$ cat src/rtl/spi_pad_arbiter_if.sv
// Bus bundle between two SPI master peripherals, the pad arbiter and the pad ring.
// slave:  arbiter view (peripheral/pad signals in, grants and pad drives out).
// master: environment view (peripherals and pads).
interface spi_pad_arbiter_if;
  logic [1:0]      req_i;
  logic [1:0]      gnt_o;
  logic [1:0]      spi_clk_i;
  logic [1:0][3:0] spi_csn_i;
  logic [1:0][3:0] spi_oen_i;
  logic [1:0][3:0] spi_sdo_i;
  logic [1:0][3:0] spi_sdi_o;
  logic            pad_clk_o;
  logic [3:0]      pad_csn_o;
  logic [3:0]      pad_oen_o;
  logic [3:0]      pad_sdo_o;
  logic [3:0]      pad_sdi_i;
  logic            busy_o;

  modport slave (
    input  req_i, spi_clk_i, spi_csn_i, spi_oen_i, spi_sdo_i, pad_sdi_i,
    output gnt_o, spi_sdi_o, pad_clk_o, pad_csn_o, pad_oen_o, pad_sdo_o, busy_o
  );

  modport master (
    output req_i, spi_clk_i, spi_csn_i, spi_oen_i, spi_sdo_i, pad_sdi_i,
    input  gnt_o, spi_sdi_o, pad_clk_o, pad_csn_o, pad_oen_o, pad_sdo_o, busy_o
  );
endinterface

$ cat src/rtl/spi_pad_arbiter.sv
// Round-robin arbiter sharing one set of SPI master pads between two peripherals.
// Ownership changes only when the owner's chip selects are all idle, and every
// handover passes through a parked guard interval.
// Optional macro SPI_PAD_ARB_TIMEOUT_EN: force-release an idle owner while the
// other peripheral is waiting.
module spi_pad_arbiter #(
  parameter int GUARD_CYCLES   = 4,
  parameter int TIMEOUT_CYCLES = 64
) (
  input logic              clk_i,
  input logic              rst_ni,
  spi_pad_arbiter_if.slave bus
);

  localparam int unsigned MAX_CNT = (GUARD_CYCLES > TIMEOUT_CYCLES) ? GUARD_CYCLES : TIMEOUT_CYCLES;
  localparam int unsigned CNT_W   = $clog2(MAX_CNT + 1);

  if (GUARD_CYCLES < 1) begin : g_bad_guard
    $error("spi_pad_arbiter: GUARD_CYCLES must be >= 1");
  end
  if (TIMEOUT_CYCLES < 1) begin : g_bad_timeout
    $error("spi_pad_arbiter: TIMEOUT_CYCLES must be >= 1");
  end

  typedef enum logic [1:0] {
    ST_IDLE  = 2'd0,
    ST_OWN   = 2'd1,
    ST_GUARD = 2'd2
  } state_t;

  state_t           r_state;
  logic             r_owner;
  logic             r_last_owner;
  logic [1:0]       r_gnt;
  logic [CNT_W-1:0] r_guard_cnt;
  logic             r_busy;

  state_t           w_state_nxt;
  logic             w_owner_nxt;
  logic             w_last_owner_nxt;
  logic [1:0]       w_gnt_nxt;
  logic [CNT_W-1:0] w_guard_cnt_nxt;
  logic             w_release;
  logic             w_own_req;
  logic             w_own_csn_idle;

`ifdef SPI_PAD_ARB_TIMEOUT_EN
  logic [CNT_W-1:0] r_idle_cnt;
  logic [CNT_W-1:0] w_idle_cnt_nxt;
  logic             w_other_req;
`endif

  // Owner-side views used by the release decision
  assign w_own_req      = bus.req_i[r_owner];
  assign w_own_csn_idle = (bus.spi_csn_i[r_owner] == 4'hF);
`ifdef SPI_PAD_ARB_TIMEOUT_EN
  assign w_other_req    = bus.req_i[~r_owner];
`endif

  // State and bookkeeping registers
  always_ff @(posedge clk_i) begin
    if (!rst_ni) begin
      r_state      <= ST_IDLE;
      r_owner      <= 1'b0;
      r_last_owner <= 1'b1;
      r_gnt        <= 2'b00;
      r_guard_cnt  <= '0;
      r_busy       <= 1'b0;
`ifdef SPI_PAD_ARB_TIMEOUT_EN
      r_idle_cnt   <= '0;
`endif
    end else begin
      r_state      <= w_state_nxt;
      r_owner      <= w_owner_nxt;
      r_last_owner <= w_last_owner_nxt;
      r_gnt        <= w_gnt_nxt;
      r_guard_cnt  <= w_guard_cnt_nxt;
      r_busy       <= (w_state_nxt != ST_IDLE);
`ifdef SPI_PAD_ARB_TIMEOUT_EN
      r_idle_cnt   <= w_idle_cnt_nxt;
`endif
    end
  end

  // Next-state: arbitration in IDLE, release detection in OWN, guard countdown
  always_comb begin
    w_state_nxt      = r_state;
    w_owner_nxt      = r_owner;
    w_last_owner_nxt = r_last_owner;
    w_gnt_nxt        = r_gnt;
    w_guard_cnt_nxt  = r_guard_cnt;
    w_release        = 1'b0;
`ifdef SPI_PAD_ARB_TIMEOUT_EN
    w_idle_cnt_nxt   = r_idle_cnt;
`endif

    case (r_state)
      ST_IDLE: begin
        if (bus.req_i != 2'b00) begin
          // On a tie the peripheral that did not own the pads last wins
          w_owner_nxt = (bus.req_i == 2'b11) ? ~r_last_owner : bus.req_i[1];
          w_gnt_nxt   = w_owner_nxt ? 2'b10 : 2'b01;
          w_state_nxt = ST_OWN;
`ifdef SPI_PAD_ARB_TIMEOUT_EN
          w_idle_cnt_nxt = '0;
`endif
        end
      end

      ST_OWN: begin
        w_release = !w_own_req && w_own_csn_idle;
`ifdef SPI_PAD_ARB_TIMEOUT_EN
        // Idle owner with a waiting rival: count toward a forced release
        if (w_own_csn_idle && w_other_req) begin
          if (r_idle_cnt >= CNT_W'(TIMEOUT_CYCLES - 1)) begin
            w_release = 1'b1;
          end else begin
            w_idle_cnt_nxt = r_idle_cnt + CNT_W'(1);
          end
        end else begin
          w_idle_cnt_nxt = '0;
        end
`endif
        if (w_release) begin
          w_gnt_nxt        = 2'b00;
          w_last_owner_nxt = r_owner;
          w_guard_cnt_nxt  = CNT_W'(GUARD_CYCLES);
          w_state_nxt      = ST_GUARD;
`ifdef SPI_PAD_ARB_TIMEOUT_EN
          w_idle_cnt_nxt   = '0;
`endif
        end
      end

      ST_GUARD: begin
        // Requests are deliberately not looked at until back in IDLE
        if (r_guard_cnt <= CNT_W'(1)) begin
          w_guard_cnt_nxt = '0;
          w_state_nxt     = ST_IDLE;
        end else begin
          w_guard_cnt_nxt = r_guard_cnt - CNT_W'(1);
        end
      end

      default: begin
        w_gnt_nxt   = 2'b00;
        w_state_nxt = ST_IDLE;
      end
    endcase
  end

  // Pad mux: zero-latency pass-through of the granted peripheral, parked otherwise
  always_comb begin
    bus.pad_clk_o = 1'b0;
    bus.pad_csn_o = 4'hF;
    bus.pad_oen_o = 4'hF;
    bus.pad_sdo_o = 4'h0;
    bus.spi_sdi_o = '0;
    if (r_gnt[0]) begin
      bus.pad_clk_o    = bus.spi_clk_i[0];
      bus.pad_csn_o    = bus.spi_csn_i[0];
      bus.pad_oen_o    = bus.spi_oen_i[0];
      bus.pad_sdo_o    = bus.spi_sdo_i[0];
      bus.spi_sdi_o[0] = bus.pad_sdi_i;
    end else if (r_gnt[1]) begin
      bus.pad_clk_o    = bus.spi_clk_i[1];
      bus.pad_csn_o    = bus.spi_csn_i[1];
      bus.pad_oen_o    = bus.spi_oen_i[1];
      bus.pad_sdo_o    = bus.spi_sdo_i[1];
      bus.spi_sdi_o[1] = bus.pad_sdi_i;
    end
  end

  assign bus.gnt_o  = r_gnt;
  assign bus.busy_o = r_busy;

endmodule

$ cat src/flat_wrapper.sv
// flat-port wrapper written by rule: the top's interface ports become plain ports
module spi_pad_arbiter_flat 
#(
  parameter int GUARD_CYCLES   = 4,
  parameter int TIMEOUT_CYCLES = 64
)
  (clk_i, rst_ni, bus_req_i, bus_spi_clk_i, bus_spi_csn_i, bus_spi_oen_i, bus_spi_sdo_i, bus_pad_sdi_i, bus_gnt_o, bus_spi_sdi_o, bus_pad_clk_o, bus_pad_csn_o, bus_pad_oen_o, bus_pad_sdo_o, bus_busy_o);
  spi_pad_arbiter_if bus_i ();
  input logic clk_i;
  input logic rst_ni;
  input wire logic [$bits(bus_i.req_i)-1:0] bus_req_i;
  input wire logic [$bits(bus_i.spi_clk_i)-1:0] bus_spi_clk_i;
  input wire logic [$bits(bus_i.spi_csn_i)-1:0] bus_spi_csn_i;
  input wire logic [$bits(bus_i.spi_oen_i)-1:0] bus_spi_oen_i;
  input wire logic [$bits(bus_i.spi_sdo_i)-1:0] bus_spi_sdo_i;
  input wire logic [$bits(bus_i.pad_sdi_i)-1:0] bus_pad_sdi_i;
  output wire logic [$bits(bus_i.gnt_o)-1:0] bus_gnt_o;
  output wire logic [$bits(bus_i.spi_sdi_o)-1:0] bus_spi_sdi_o;
  output wire logic [$bits(bus_i.pad_clk_o)-1:0] bus_pad_clk_o;
  output wire logic [$bits(bus_i.pad_csn_o)-1:0] bus_pad_csn_o;
  output wire logic [$bits(bus_i.pad_oen_o)-1:0] bus_pad_oen_o;
  output wire logic [$bits(bus_i.pad_sdo_o)-1:0] bus_pad_sdo_o;
  output wire logic [$bits(bus_i.busy_o)-1:0] bus_busy_o;
  assign bus_i.req_i = bus_req_i;
  assign bus_i.spi_clk_i = bus_spi_clk_i;
  assign bus_i.spi_csn_i = bus_spi_csn_i;
  assign bus_i.spi_oen_i = bus_spi_oen_i;
  assign bus_i.spi_sdo_i = bus_spi_sdo_i;
  assign bus_i.pad_sdi_i = bus_pad_sdi_i;
  assign bus_gnt_o = bus_i.gnt_o;
  assign bus_spi_sdi_o = bus_i.spi_sdi_o;
  assign bus_pad_clk_o = bus_i.pad_clk_o;
  assign bus_pad_csn_o = bus_i.pad_csn_o;
  assign bus_pad_oen_o = bus_i.pad_oen_o;
  assign bus_pad_sdo_o = bus_i.pad_sdo_o;
  assign bus_busy_o = bus_i.busy_o;
  spi_pad_arbiter #(.GUARD_CYCLES(GUARD_CYCLES), .TIMEOUT_CYCLES(TIMEOUT_CYCLES)) u_core (.clk_i(clk_i), .rst_ni(rst_ni), .bus(bus_i));
endmodule
$ cat config.mk
export PLATFORM = sky130hd
export DESIGN_NAME = spi_pad_arbiter_flat
export DESIGN_NICKNAME = d
export VERILOG_FILES = /design/src/rtl/spi_pad_arbiter_if.sv /design/src/rtl/spi_pad_arbiter.sv /design/src/flat_wrapper.sv
export SDC_FILE = /design/constraint.sdc
export NUM_CORES = 1
export LEC_CHECK = 0
export BUFFER_PORTS_ARGS = -buffer_cell sky130_fd_sc_hd__buf_4
export CAP_MARGIN = 30
export CORE_ASPECT_RATIO = 1.1
export CORE_MARGIN = 4
export CORE_UTILIZATION = 42
export CTS_BUF_LIST = sky130_fd_sc_hd__clkbuf_16
export DETAILED_ROUTE_END_ITERATION = 10
export GPL_ROUTABILITY_DRIVEN = 0
export PLACE_DENSITY = 0.76
export SYNTH_ARGS = -nofsm -noshare
export SYNTH_HDL_FRONTEND = slang
export SYNTH_SLANG_ARGS = --single-unit
$ cat constraint.sdc
create_clock -name clk_i -period 1.8 [get_ports clk_i]
set_input_delay 0.18 -clock clk_i [delete_from_list [all_inputs] [get_ports clk_i]]
set_output_delay 0.18 -clock clk_i [all_outputs]
set_load 0.03 [all_outputs]
# After elaboration in Yosys (flattened, before gate mapping)
# Index checks and enable logic that the tools add are counted.
[word_totals]
inputBits = 34
out_inout_bits = 24
word_cells = 54
regBits = 14
[op_classes]
reduce_logical = 10
order_cmp = 2
n_addsub = 1
bitwise = 2
n_mux = 27
eq_ne = 6
[ops]
columns = ["op", "count"]
rows = [
  ["$mux W4", 11],
  ["$mux W7", 2],
  ["$pmux W7 S2", 1],
  ["$mux W2", 6],
  ["$pmux W2 S3", 2],
  ["$le A7 B1 Y1 const B", 1],
  ["$sub A7 B1 Y7 const B", 1],
  ["$reduce_and A2 Y1", 3],
  ["$reduce_bool A2 Y1", 3],
  ["$mux W1", 5],
  ["$eq A2 B2 Y1 const B", 2],
  ["$eq A4 B4 Y1 const B", 1],
  ["$ne A2 B1 Y1 const B", 2],
  ["$reduce_and A3 Y1", 1],
  ["$eq A2 B1 Y1 const B", 1],
  ["$logic_not A2 Y1", 1],
  ["$lt A1 B2 Y1 const B", 1],
  ["$not A1 Y1", 2],
  ["$logic_and A1 B1 Y1", 1],
  ["$logic_not A1 Y1", 1],
]

# Logic depth before layout (Yosys ltp)
[logic_depth]
depth_word = 7
ltp_mapped = 6
ltp_nobuf = 6

# Least setup slack after synthesis
# OpenSTA, ideal clock, no wires.
[synth_timing]
kind = "register to output"
from = "register u_core.r_gnt[0] (netlist: u_core.bus.gnt_o[0])"
to = "output port bus_pad_oen_o[0]"
arrival_ns = 1.373
required_ns = 1.620
setup_slack_ns = 0.247
path_stages_with_launch = 4
path_cell_list = "dfxtp_1 > clkinv_1 > nand2_1 > o22a_1"
[synth_between]
elab_chain_len = 1
[synth_rtl]
columns = ["item", "line_no", "rtl"]
rows = [
  ["start: declaration", "spi_pad_arbiter.sv:34", "logic [1:0] r_gnt;"],
  ["start signal: assignment", "spi_pad_arbiter.sv:76", "r_gnt <= w_gnt_nxt;"],
  ["$mux W4", "spi_pad_arbiter.sv:159", "if (r_gnt[0]) begin"],
  ["end: declaration", "flat_wrapper.sv:21", "output wire logic [$bits(bus_i.pad_oen_o)-1:0] bus_pad_oen_o;"],
]
# No other way between the ends.

# Final worst setup path
[layout_timing]
from = "register u_core.r_guard_cnt[1]"
to = "register u_core.r_guard_cnt[6]"
[layout_between]
elab_chain_len = 3
word_cells_on_any_way = 4
classes_between = "add/sub: 1; order compare: 1; mux: 2"
[layout_rtl]
columns = ["item", "line_no", "rtl"]
rows = [
  ["start: declaration", "spi_pad_arbiter.sv:35", "logic [CNT_W-1:0] r_guard_cnt;"],
  ["start signal: assignment", "spi_pad_arbiter.sv:77", "r_guard_cnt <= w_guard_cnt_nxt;"],
  ["$sub A7 B1 Y7 / $le A7 B1 Y1 (equally long branches)", "spi_pad_arbiter.sv:141, spi_pad_arbiter.sv:137", ""],
  ["$mux W7 *", "spi_pad_arbiter.sv:137", "if (r_guard_cnt <= CNT_W'(1)) begin"],
  ["$pmux W7 S2 *", "spi_pad_arbiter.sv:97", "case (r_state)"],
]
# Mark *: on every way between the ends. The rest lies on a longest branch, timed or not.
# A chain may end at the register's enable or synchronous reset.

==> impl_results.rst <==
.. list-table::
   :header-rows: 1

   * - Metric
     - Value
   * - Biggest fanout along the worst timing path
     - 6
   * - Adder-Cell Fraction of Synth Area
     - 2.68%
   * - Asr flop ratio synth
     - 0%
   * - Worst R2R Path Depth
     - 6
   * - Register-to-Register Setup Slack
     - roughly 110 ps
   * - Largest cells by area after synthesis
     - sky130_fd_sc_hd__dfxtp_1 (30%), sky130_fd_sc_hd__o22a_1 (7.5%), sky130_fd_sc_hd__and2_1 (6.0%)
   * - Unrepaired setup endpoints after global routing
     - false
   * - Combinational family with the most area after synthesis
     - compound AO/OA/AOI/OAI gates
   * - Result of the run
     - complete, no violations
   * - Cells after Synth
     - between 100 and 150
   * - Antenna diodes
     - 0
   * - Most frequently used cell type in the post-synthesis netlist
     - sky130_fd_sc_hd__nand2_1
   * - Top-level port count
     - slightly below 60
   * - Clock Sink Count
     - 14
   * - Multiplexer share of the synthesized area
     - around 1.2%
   * - Remaining DRCs
     - 0
   * - CTS buffer count
     - 3
   * - Synth-to-Final Area Change
     - 57.6%
   * - Fraction of synthesized cell area taken by the top area cell type
     - around 30%
   * - Count of vias placed by the detailed router
     - 1,115
   * - Setup TNS
     - 0 ps
   * - Fin crit share
     - 94.0%
   * - Starting utilization of the core area
     - a little under half
   * - Fraction of layout cells with a size suffix above 1
     - ~39%
   * - Initial antenna violation count
     - 0
   * - # port buffers
     - 57
   * - Die extent in x
     - about 53 um
   * - Setup repair bufs after CTS
     - 0
   * - Cell type with the highest aggregate area in the netlist
     - sky130_fd_sc_hd__dfxtp_1
   * - Post-layout instance area
     - between 1000 and 1500 sq um
   * - P_sw
     - approximately 0.0003 W
   * - Detailed-placement wirelength estimate
     - roughly 2.3 mm
   * - Via count of the first global-routing pass
     - around 1,000
   * - Worst hold-check path type
     - in -> reg
   * - Power share of the combinational group
     - between 20% and 30%
   * - Proportion of power drawn by flip-flops and latches
     - between 30% and 40%
   * - Die Height
     - roughly 57 um
   * - First element of the critical path
     - u_core.r_guard_cnt[1]
   * - Flip-flop and latch count after synthesis
     - 14
   * - Slew Limit Headroom
     - approximately two thirds
   * - Max H-tree Level
     - 1
   * - Clk pin slew, worst setup/hold paths
     - around 40 ps
   * - Final Hold Fails
     - 0
   * - Sequential share of the synthesized area
     - a little under a third
   * - Maximum vdd ir drop
     - 0.000611 V
   * - DRT iter0 DRCs
     - 25
   * - Avg WL per Cell
     - about 15 um
   * - Startpoint of the tightest hold check path
     - rst_ni
   * - Mapped Nets
     - roughly 150
   * - Clock tree skew after final layout
     - 2.57 ps
   * - Final nets
     - ~210
   * - Maximum number of buffers from clock root to sink
     - 2
   * - Yosys warnings
     - 0
   * - FMAX
     - between 500 and 600 MHz
   * - Worst reg2reg path startpoint
     - u_core.r_guard_cnt[1]
   * - Global-route wire length before repair
     - 4.41 mm
   * - Summed instance area of the synthesized netlist
     - around 930 sq um
   * - Die ar.
     - just over 3000 sq um
   * - Global-route usage over all layers
     - between 10% and 20%
   * - Insertion delay of the later-clocked pin in the worst-skew pair
     - about 240 ps
   * - Endpoint of the most critical register-to-register path
     - u_core.r_guard_cnt[6]
   * - Startpoint kind of the worst setup timing path
     - register
   * - Predominant post-synthesis flop cell
     - sky130_fd_sc_hd__dfxtp_1
   * - Final number of setup-violating endpoints
     - 0
   * - Number of enable-type register cells in the synthesized netlist
     - 0
   * - Number of max-cap violations
     - 0
   * - Number of nets still failing antenna checks after routing
     - 0
   * - TritonCTS clock tree
     - yes
   * - Simple-gate share of the synthesized area
     - roughly 29%
   * - Largest net degree at the start of global routing
     - 11
   * - Number of placement rows
     - 17
   * - Min Clock Period, post-route
     - ~1700 ps
   * - Count of instances resized after the clock tree is built
     - 0
   * - Number of inserted filler cells in the final layout
     - approximately 160
   * - End of the critical path
     - u_core.r_guard_cnt[6]
   * - Avg Inst Size Synth
     - ~8.3 sq um
   * - Area fraction in compound gates after synthesis
     - between 30 and 40%
   * - Endpoint required time on the critical path
     - about 2000 ps
   * - Final core utilization
     - 71.2%
   * - Per-cell via count in the routed design
     - between 5 and 6
   * - Leftover overflow at the end of global routing
     - 0
   * - Fin. max-slew vios
     - 0
   * - Number of hold-repair buffers added at the cts stage
     - 0
   * - Cell Int Power
     - 0.000752 W
   * - Endpoint kind of the worst setup timing path
     - register
   * - Switching fraction of total power
     - ~28%
   * - Number of distinct library cells after synthesis
     - 43
   * - Synthesized-area fraction occupied by xor and xnor cells
     - 0%
   * - Post-Route WL
     - 2.90 mm
   * - List of most frequent post-synthesis cells
     - sky130_fd_sc_hd__nand2_1 (15), sky130_fd_sc_hd__dfxtp_1 (14), sky130_fd_sc_hd__and2_1 (9)
   * - Drt pass-1 iters
     - 4
   * - Clock network fraction of design power
     - between 30% and 40%
   * - Slew at the pin closest to its max-slew limit
     - between 500 and 600 ps
   * - Core region area
     - around 2100 sq um
   * - Critical path arrival
     - 1880 ps
   * - Multi-input gate area
     - 621 sq um
   * - Buffer cell driving the clock tree root
     - sky130_fd_sc_hd__clkbuf_16
   * - Leakage power total
     - between 0.6 and 0.7 nW
   * - Footprint of the flip-flops and latches
     - between 200 and 300 sq um
   * - Standard cell area after detailed placement
     - between 1000 and 1500 sq um
   * - Category of the most critical setup path
     - reg -> reg
   * - Power density of the placed cells
     - between 700 and 800 nW/um^2
## through the flow
step	cells	total power [W]	setup slack, ps	hold WS (ps)
final	198	0.00104	107	174
after global routing	198	0.00109	24.3	170
after CTS	198	0.00105	73.3	170
after detailed placement	195	0.000645	160	416
after global placement	195	0.000642	219	413
after floorplan	112	0.000503	247	345
## placed cells by master, fill, tap and decap left out, types with 2 or more instances in the layout
master and n:
sky130_fd_sc_hd__a21oi_1 3, sky130_fd_sc_hd__o31ai_1 2, sky130_fd_sc_hd__dfxtp_1 14, sky130_fd_sc_hd__nor3_1 2
sky130_fd_sc_hd__inv_1 4, sky130_fd_sc_hd__nand3_1 2, sky130_fd_sc_hd__buf_4 58, sky130_fd_sc_hd__clkbuf_16 3
sky130_fd_sc_hd__nand2b_1 4, sky130_fd_sc_hd__nor2b_1 4, sky130_fd_sc_hd__nand2_1 14, sky130_fd_sc_hd__o22ai_1 2
sky130_fd_sc_hd__o21ai_0 2, sky130_fd_sc_hd__nor2_1 4, sky130_fd_sc_hd__o22a_1 8, sky130_fd_sc_hd__ha_1 2
sky130_fd_sc_hd__and2_1 9, sky130_fd_sc_hd__a22o_1 6
## critical path, cell delays in order, from the launching register on
cell and delay, ps:
sky130_fd_sc_hd__dfxtp_1 390, sky130_fd_sc_hd__inv_1 90, sky130_fd_sc_hd__ha_1 180, sky130_fd_sc_hd__o21bai_1 190
sky130_fd_sc_hd__a311oi_2 450, sky130_fd_sc_hd__and3_1 240, sky130_fd_sc_hd__a221o_1 100
## how the worst min path moves through the flow
stage	to	depth (start not counted)
floorplan	u_core.r_owner	2
global placement	u_core.r_last_owner	2
detailed placement	u_core.r_last_owner	2
CTS	u_core.r_last_owner	2
global route	u_core.r_last_owner	2
finish	u_core.r_last_owner	2
## state kept, by name, indices dropped and copies added, names as in the netlist
signal               count
u_core.r_last_owner      1
u_core.r_owner           1
u_core.r_guard_cnt       7
u_core.bus.busy_o        1
u_core.bus.gnt_o         2
u_core.r_state           2
## power by group through the flow
| stage | sequential, W | clock (W) | combinational (W) |
|---|---|---|---|
| floorplan | 0.000345 | 0 | 0.000158 |
| global placement | 0.000336 | 0 | 0.000306 |
| detailed placement | 0.000337 | 0 | 0.000309 |
| CTS | 0.000331 | 0.000408 | 0.000310 |
| global route | 0.000333 | 0.000426 | 0.000327 |
| finish | 0.000332 | 0.000404 | 0.000309 |
## cell families after synthesis
family | Yosys count
compound gates | 37
buf+inv | 9
flops | 14
simple gates | 49
fa+ha+maj | 2
mux | 1
## final cells by class
type,count,area share (%)
Multi-Input combinational cell,89,42.2
Tap cell,28,2.39
Timing Repair Buffer,58,29.6
Clock buffer,3,5.11
Inverter,6,1.53
Sequential cell,14,19.1
## metal layers
layer  share of wire, %  GRT usage, %  vias up
li1                   -             -      538
met1                 38          21.2      516
met2                 47          32.6       54
met3                 14          4.96        7
met4                1.4          5.47        0
met5                  0             0        -
(Power assumes the default switching activity.)
